<file path="config.mk">
export PLATFORM = sky130hd
export DESIGN_NAME = uart_rx_ctrl
export DESIGN_NICKNAME = d
export VERILOG_FILES = /design/src/rtl/uart_pkg.sv /design/src/rtl/uart_baud_tick.sv /design/src/rtl/uart_rx_ctrl.sv
export SDC_FILE = /design/constraint.sdc
export NUM_CORES = 1
export LEC_CHECK = 0
export CELL_PAD_IN_SITES_DETAIL_PLACEMENT = 1
export CELL_PAD_IN_SITES_GLOBAL_PLACEMENT = 2
export CORE_MARGIN = 2
export CORE_UTILIZATION = 32
export DETAILED_ROUTE_END_ITERATION = 7
export GPL_ROUTABILITY_DRIVEN = 0
export HOLD_SLACK_MARGIN = 0.1
export MAX_ROUTING_LAYER = met4
export PLACE_DENSITY_LB_ADDON = 0.1
export SLEW_MARGIN = 20
export SYNTH_ARGS = -nofsm -noshare
export SYNTH_HDL_FRONTEND = slang
export SYNTH_SLANG_ARGS = --single-unit
</file>
<file path="constraint.sdc">
create_clock -name clk -period 2 [get_ports clk]
set_clock_uncertainty 0.2 [all_clocks]
set_input_delay 0.2 -clock clk [delete_from_list [all_inputs] [get_ports clk]]
set_output_delay 0.2 -clock clk [all_outputs]
set_load 0.02 [all_outputs]
</file>
<file path="src/rtl/uart_pkg.sv">
// Shared UART definitions: receiver FSM encoding, parity modes and default
// baud/oversample settings common to the RX and TX sides.
package uart_pkg;

  typedef enum logic [2:0] {
    ST_IDLE,
    ST_START,
    ST_DATA,
    ST_PARITY,
    ST_STOP,
    ST_DELIVER,
    ST_BREAK
  } rx_state_e;

  localparam bit PAR_EVEN = 1'b0;
  localparam bit PAR_ODD  = 1'b1;

  localparam int unsigned DEF_CLK_DIV    = 54;
  localparam int unsigned DEF_OVERSAMPLE = 16;

endpackage

</file>
<file path="src/rtl/uart_baud_tick.sv">
// Oversample tick generator: free-running modulo-CLK_DIV counter that pulses
// tick for one clk when the counter reaches CLK_DIV-1.
module uart_baud_tick
  import uart_pkg::*;
#(
  parameter int unsigned CLK_DIV = DEF_CLK_DIV
) (
  input  logic clk,
  input  logic rst,
  output logic tick
);

  localparam int unsigned CW = (CLK_DIV > 1) ? $clog2(CLK_DIV) : 1;
  localparam logic [CW-1:0] CNT_LAST = CW'(CLK_DIV - 1);

  logic [CW-1:0] cnt;

  // Divider counter wraps to zero after CLK_DIV-1.
  always_ff @(posedge clk) begin
    if (rst)                cnt <= '0;
    else if (cnt == CNT_LAST) cnt <= '0;
    else                    cnt <= cnt + 1'b1;
  end

  assign tick = (cnt == CNT_LAST);

endmodule

</file>
<file path="src/rtl/uart_rx_ctrl.sv">
// UART receive controller: line synchronizer, start/data/parity/stop FSM timed
// from the oversample tick, and a one-entry holding register with valid/ready.
module uart_rx_ctrl
  import uart_pkg::*;
#(
  parameter int unsigned CLK_DIV    = DEF_CLK_DIV,
  parameter int unsigned OVERSAMPLE = DEF_OVERSAMPLE,
  parameter int unsigned DATA_BITS  = 8,
  parameter bit          PARITY_EN  = 1'b1,
  parameter bit          PARITY_ODD = PAR_EVEN,
  parameter int unsigned STOP_BITS  = 2
) (
  input  logic                 clk,
  input  logic                 rst,
  input  logic                 serial,
  input  logic                 rx_en,
  output logic [DATA_BITS-1:0] rx_data,
  output logic                 rx_parity_err,
  output logic                 rx_frame_err,
  output logic                 rx_valid,
  input  logic                 rx_ready,
  output logic                 overrun,
  input  logic                 ovr_clr,
  output logic                 busy
);

  localparam int unsigned OSW = $clog2(OVERSAMPLE);
  localparam int unsigned BCW = $clog2(DATA_BITS + 1);
  localparam logic [OSW-1:0] OS_MID    = OSW'(OVERSAMPLE / 2 - 1);
  localparam logic [OSW-1:0] OS_LAST   = OSW'(OVERSAMPLE - 1);
  localparam logic [BCW-1:0] DATA_LAST = BCW'(DATA_BITS - 1);
  localparam logic [BCW-1:0] STOP_LAST = BCW'(STOP_BITS - 1);

  logic                 sync1, sync2;
  logic                 tick;
  rx_state_e            state, state_nxt;
  logic [OSW-1:0]       os_cnt, os_nxt;
  logic [BCW-1:0]       bit_cnt, bit_nxt;
  logic [DATA_BITS-1:0] shift, shift_nxt;
  logic                 perr, perr_nxt;
  logic                 ferr, ferr_nxt;
  logic                 deliver;
  logic                 accept;

  uart_baud_tick #(.CLK_DIV(CLK_DIV)) u_baud_tick (
    .clk  (clk),
    .rst  (rst),
    .tick (tick)
  );

  // Two-flop synchronizer for the asynchronous line, idling high.
  always_ff @(posedge clk) begin
    if (rst) begin
      sync1 <= 1'b1;
      sync2 <= 1'b1;
    end else begin
      sync1 <= serial;
      sync2 <= sync1;
    end
  end

  // FSM state, counters and frame datapath registers.
  always_ff @(posedge clk) begin
    if (rst) begin
      state   <= ST_IDLE;
      os_cnt  <= '0;
      bit_cnt <= '0;
      shift   <= '0;
      perr    <= 1'b0;
      ferr    <= 1'b0;
    end else begin
      state   <= state_nxt;
      os_cnt  <= os_nxt;
      bit_cnt <= bit_nxt;
      shift   <= shift_nxt;
      perr    <= perr_nxt;
      ferr    <= ferr_nxt;
    end
  end

  // Next-state and datapath updates; line samples happen only on tick cycles.
  always_comb begin
    state_nxt = state;
    os_nxt    = os_cnt;
    bit_nxt   = bit_cnt;
    shift_nxt = shift;
    perr_nxt  = perr;
    ferr_nxt  = ferr;
    deliver   = 1'b0;
    if (!rx_en) begin
      state_nxt = ST_IDLE;
    end else begin
      case (state)
        ST_IDLE: begin
          if (tick && !sync2) begin
            state_nxt = ST_START;
            os_nxt    = '0;
          end
        end
        ST_START: begin
          if (tick) begin
            if (os_cnt == OS_MID) begin
              os_nxt = '0;
              if (sync2) begin
                state_nxt = ST_IDLE;
              end else begin
                state_nxt = ST_DATA;
                bit_nxt   = '0;
                perr_nxt  = 1'b0;
                ferr_nxt  = 1'b0;
              end
            end else begin
              os_nxt = os_cnt + 1'b1;
            end
          end
        end
        ST_DATA: begin
          if (tick) begin
            if (os_cnt == OS_LAST) begin
              os_nxt    = '0;
              shift_nxt = {sync2, shift[DATA_BITS-1:1]};
              bit_nxt   = bit_cnt + 1'b1;
              if (bit_cnt == DATA_LAST) begin
                bit_nxt   = '0;
                state_nxt = PARITY_EN ? ST_PARITY : ST_STOP;
              end
            end else begin
              os_nxt = os_cnt + 1'b1;
            end
          end
        end
        ST_PARITY: begin
          if (tick) begin
            if (os_cnt == OS_LAST) begin
              os_nxt    = '0;
              perr_nxt  = (^shift) ^ sync2 ^ PARITY_ODD;
              state_nxt = ST_STOP;
            end else begin
              os_nxt = os_cnt + 1'b1;
            end
          end
        end
        ST_STOP: begin
          if (tick) begin
            if (os_cnt == OS_LAST) begin
              os_nxt   = '0;
              ferr_nxt = ferr | ~sync2;
              bit_nxt  = bit_cnt + 1'b1;
              if (bit_cnt == STOP_LAST) state_nxt = ST_DELIVER;
            end else begin
              os_nxt = os_cnt + 1'b1;
            end
          end
        end
        ST_DELIVER: begin
          deliver   = 1'b1;
          state_nxt = ((shift == '0) && ferr) ? ST_BREAK : ST_IDLE;
        end
        ST_BREAK: begin
          if (tick && sync2) state_nxt = ST_IDLE;
        end
        default: state_nxt = ST_IDLE;
      endcase
    end
  end

  assign accept = !rx_valid || rx_ready;

  // Holding register: load on delivery when free or draining, else flag overrun.
  always_ff @(posedge clk) begin
    if (rst) begin
      rx_data       <= '0;
      rx_parity_err <= 1'b0;
      rx_frame_err  <= 1'b0;
      rx_valid      <= 1'b0;
      overrun       <= 1'b0;
    end else begin
      if (deliver && accept) begin
        rx_data       <= shift;
        rx_parity_err <= perr;
        rx_frame_err  <= ferr;
        rx_valid      <= 1'b1;
      end else if (rx_valid && rx_ready) begin
        rx_valid <= 1'b0;
      end
      if (deliver && !accept) overrun <= 1'b1;
      else if (ovr_clr)       overrun <= 1'b0;
    end
  end

  assign busy = (state != ST_IDLE);

endmodule

</file>
==> summary.txt <==
CTS
  • CTS tree: built
  • H-Tree Level Count: 2
  • Clk Latency, worst-skew pair: 0.30 ns
  • Inserted Clock Buffers: 5
  • CTS max path bufs: 2
  • Sinks on Clock Net: 41
  • Root buf cell: clkbuf_8
  • Clk slew on worst S/H paths: 0.09 ns
  • Hold_buf cts: 0

Timing
  • Post-layout min period: 1.99 ns
  • Final setup fails: 0
  • Max-slew violations: 0
  • Least-Margin Pin Slew: 0.384 ns
  • Hold WS: 0.218 ns
  • F_max: 0.503 GHz
  • Relative slew slack: 0.743
  • Tcrit/Tclk final: 0.994
  • Fin. Hold Viols: 0
  • RSZ-0062 raised after global routing: yes
  • Post-layout worst setup margin: 0.0110 ns
  • Setup TNS: 0 ns

Routing
  • Routed Antenna Nets: 0
  • Met3 Wirelength: 141 µm
  • Drt pass-1 iters: 4
  • Wire per inst: 14.8 µm
  • Vias per cell: 5.05
  • Total routed wirelength: 5.51 mm
  • Uppermost layer routed: met4
  • DRC Markers: 0
  • Vias: 1877
  • Met1 wire length: 2.62 mm
  • Initial DRC count: 59
  • DR WL met2: 2.66 mm

Floorplan
  • Initial Util: 0.331
  • Die Span Y: 85.3 µm
  • Die Wd: 85.3 µm
  • Full die area: 7280 µm²
  • Row count: 29
  • Boundary pin count: 19
  • Core area: 6390 µm²

Synth
  • Complex-gate fraction of the synthesized area: 0.126
  • Ys async rst share: 0
  • Top cells by area, synth: dfxtp_1, mux2i_1, nor2_1, ha_1, inv_1
  • Synth Instances: 238
  • Mapped Area: 2120 µm²
  • Mux share of post-synthesis cell area: 0.0993
  • Xor-xnor portion of the synthesized cell area: 0.0396
  • Count of cell types in the netlist: 50
  • Primary FF master, synth: dfxtp_1
  • #FFs+latches synth: 41
  • EDFF count, synth: 0
  • Syn nets: 253
  • Yosys top cell by area: dfxtp_1
  • Adder-Cell Fraction of Synth Area: 0.0532
  • Seq/Total Area, Yosys: 0.388
  • Synth top area share: 0.388
  • Yosys warnings: 0
  • Synth Area in Simple Gates: 0.244
  • Avg Synthesized Cell Area: 8.89 µm²
  • Main combinational cell family by area after synthesis: simple AND/OR/NAND/NOR gates

Global route
  • First-pass GRT wire length: 9.57 mm
  • Number of global-route vias before repair: 1974
  • GR Overflow Total: 0
  • Antenna violations before repair: 0
  • Total GRT Usage: 0.169
  • Largest net degree at the start of global routing: 26

Layout
  • Commonest non-fill, non-tap cell in the layout: buf_4
  • Most frequent cells in the layout: buf_4, dfxtp_1, nor2_1, mux2i_1, clkdlybuf4s50_1
  • Finished Core Util: 0.454
  • Final instance area: 2900 µm²
  • Area grow syn2layout: 37.1%
  • Share of cells above drive strength 1: 0.292
  • Final Instance Count excl. Fillers: 372
  • Fin nets: 309
  • Ant diodes: 0

Power
  • Worst vdd ir: 0.240 mV
  • Overall Power: 1.45 mW
  • PwrDens: 500 nW/µm²
  • Leak pwr: 1.03 nW

Placement
  • Port buffer count: 18
  • Dpl ws: -0.0419 ns
  • Placed cell count: 361
  • Dpl cell area: 2650 µm²
  • Post-DP HPWL: 3.98 mm

Setup path
  • Crit. End Element: register
  • Crit path kind: reg -> reg
  • CP required: 2.00 ns
  • Worst EP arrival: 1.99 ns
  • Startpoint types: register
  • Critical path fanouts, max: 8

Outcome
  • Status: completed

Run
  • Max_cap viols: 0

Worst hold path
  • Hold Crit Class: reg -> reg
-- synth_stat cells, drive strengths merged, types with 6 or more instances --
master,number
dfxtp,41
nand3,7
buf,6
nor2,33
mux2i,21
inv,15
a21oi,11
ha,9
xnor2,6
nand2,15
nand3b,6
-- final cells by class --
class                           instances  area [µm²]
Clock buffer                            5        68.8
Timing Repair Buffer                   60         507
Inverter                               15        56.3
Clock inverter                          3        17.5
Sequential cell                        41         837
Tap cell                               77        96.3
Multi-Input combinational cell        171        1320
Fill cell                             749        3490
-- flip-flops by register name, indices dropped and copies added, names as in the netlist, 3 cells and up --
register	cells
rx_data	8
bit_cnt	4
state	3
os_cnt	4
u_baud_tick.cnt	6
shift	8
-- logic make-up (layout without fill, tap and decap cells) --
kind of cell	Yosys count	after routing
AOI/OAI and AO/OA	38	38
xor gates and xnor gates	8	8
adders and majority gates	9	9
buffers and inverters	26	83
DFF	41	41
muxes	21	21
and+or+nand+nor	95	95
-- worst paths after layout --
path         startpoint  endpoint  slack, ns  cells after the start
max           os_cnt[0]  shift[1]       0.01                      7
min               sync1     sync2       0.22                      1
max reg2reg   os_cnt[0]  shift[1]       0.01                      7
min reg2reg       sync1     sync2       0.22                      1
-- metal layers --
metal  vias up  track usage
li1        949            -
met1       903        0.216
met2        17        0.268
met3         8       0.0370
met4         0       0.0519
met5         -            -
-- what timing repair did --
action / 4_1_cts / 5_1_grt
hold endpoints to repair: 0 / 0
endpoints found under the setup margin: 15 / 18
pin swaps: 1 / 9
buffers inserted: 1 / 2
gates resized for setup: 11 / 23
-- critical path, stage by stage, from the launching register on --
cell     delay [ns]
dfxtp_4        0.37
ha_4           0.16
nand2_4        0.05
or4_4          0.53
nor2_4         0.14
buf_12         0.14
mux2i_2        0.21
nor2_1         0.06
-- where the power goes --
part	internal [mW]	switching, mW
registers	0.819	0.00523
logic	0.0328	0.0342
clock network	0.241	0.317
No activity file was read; power rests on OpenSTA's default activity.
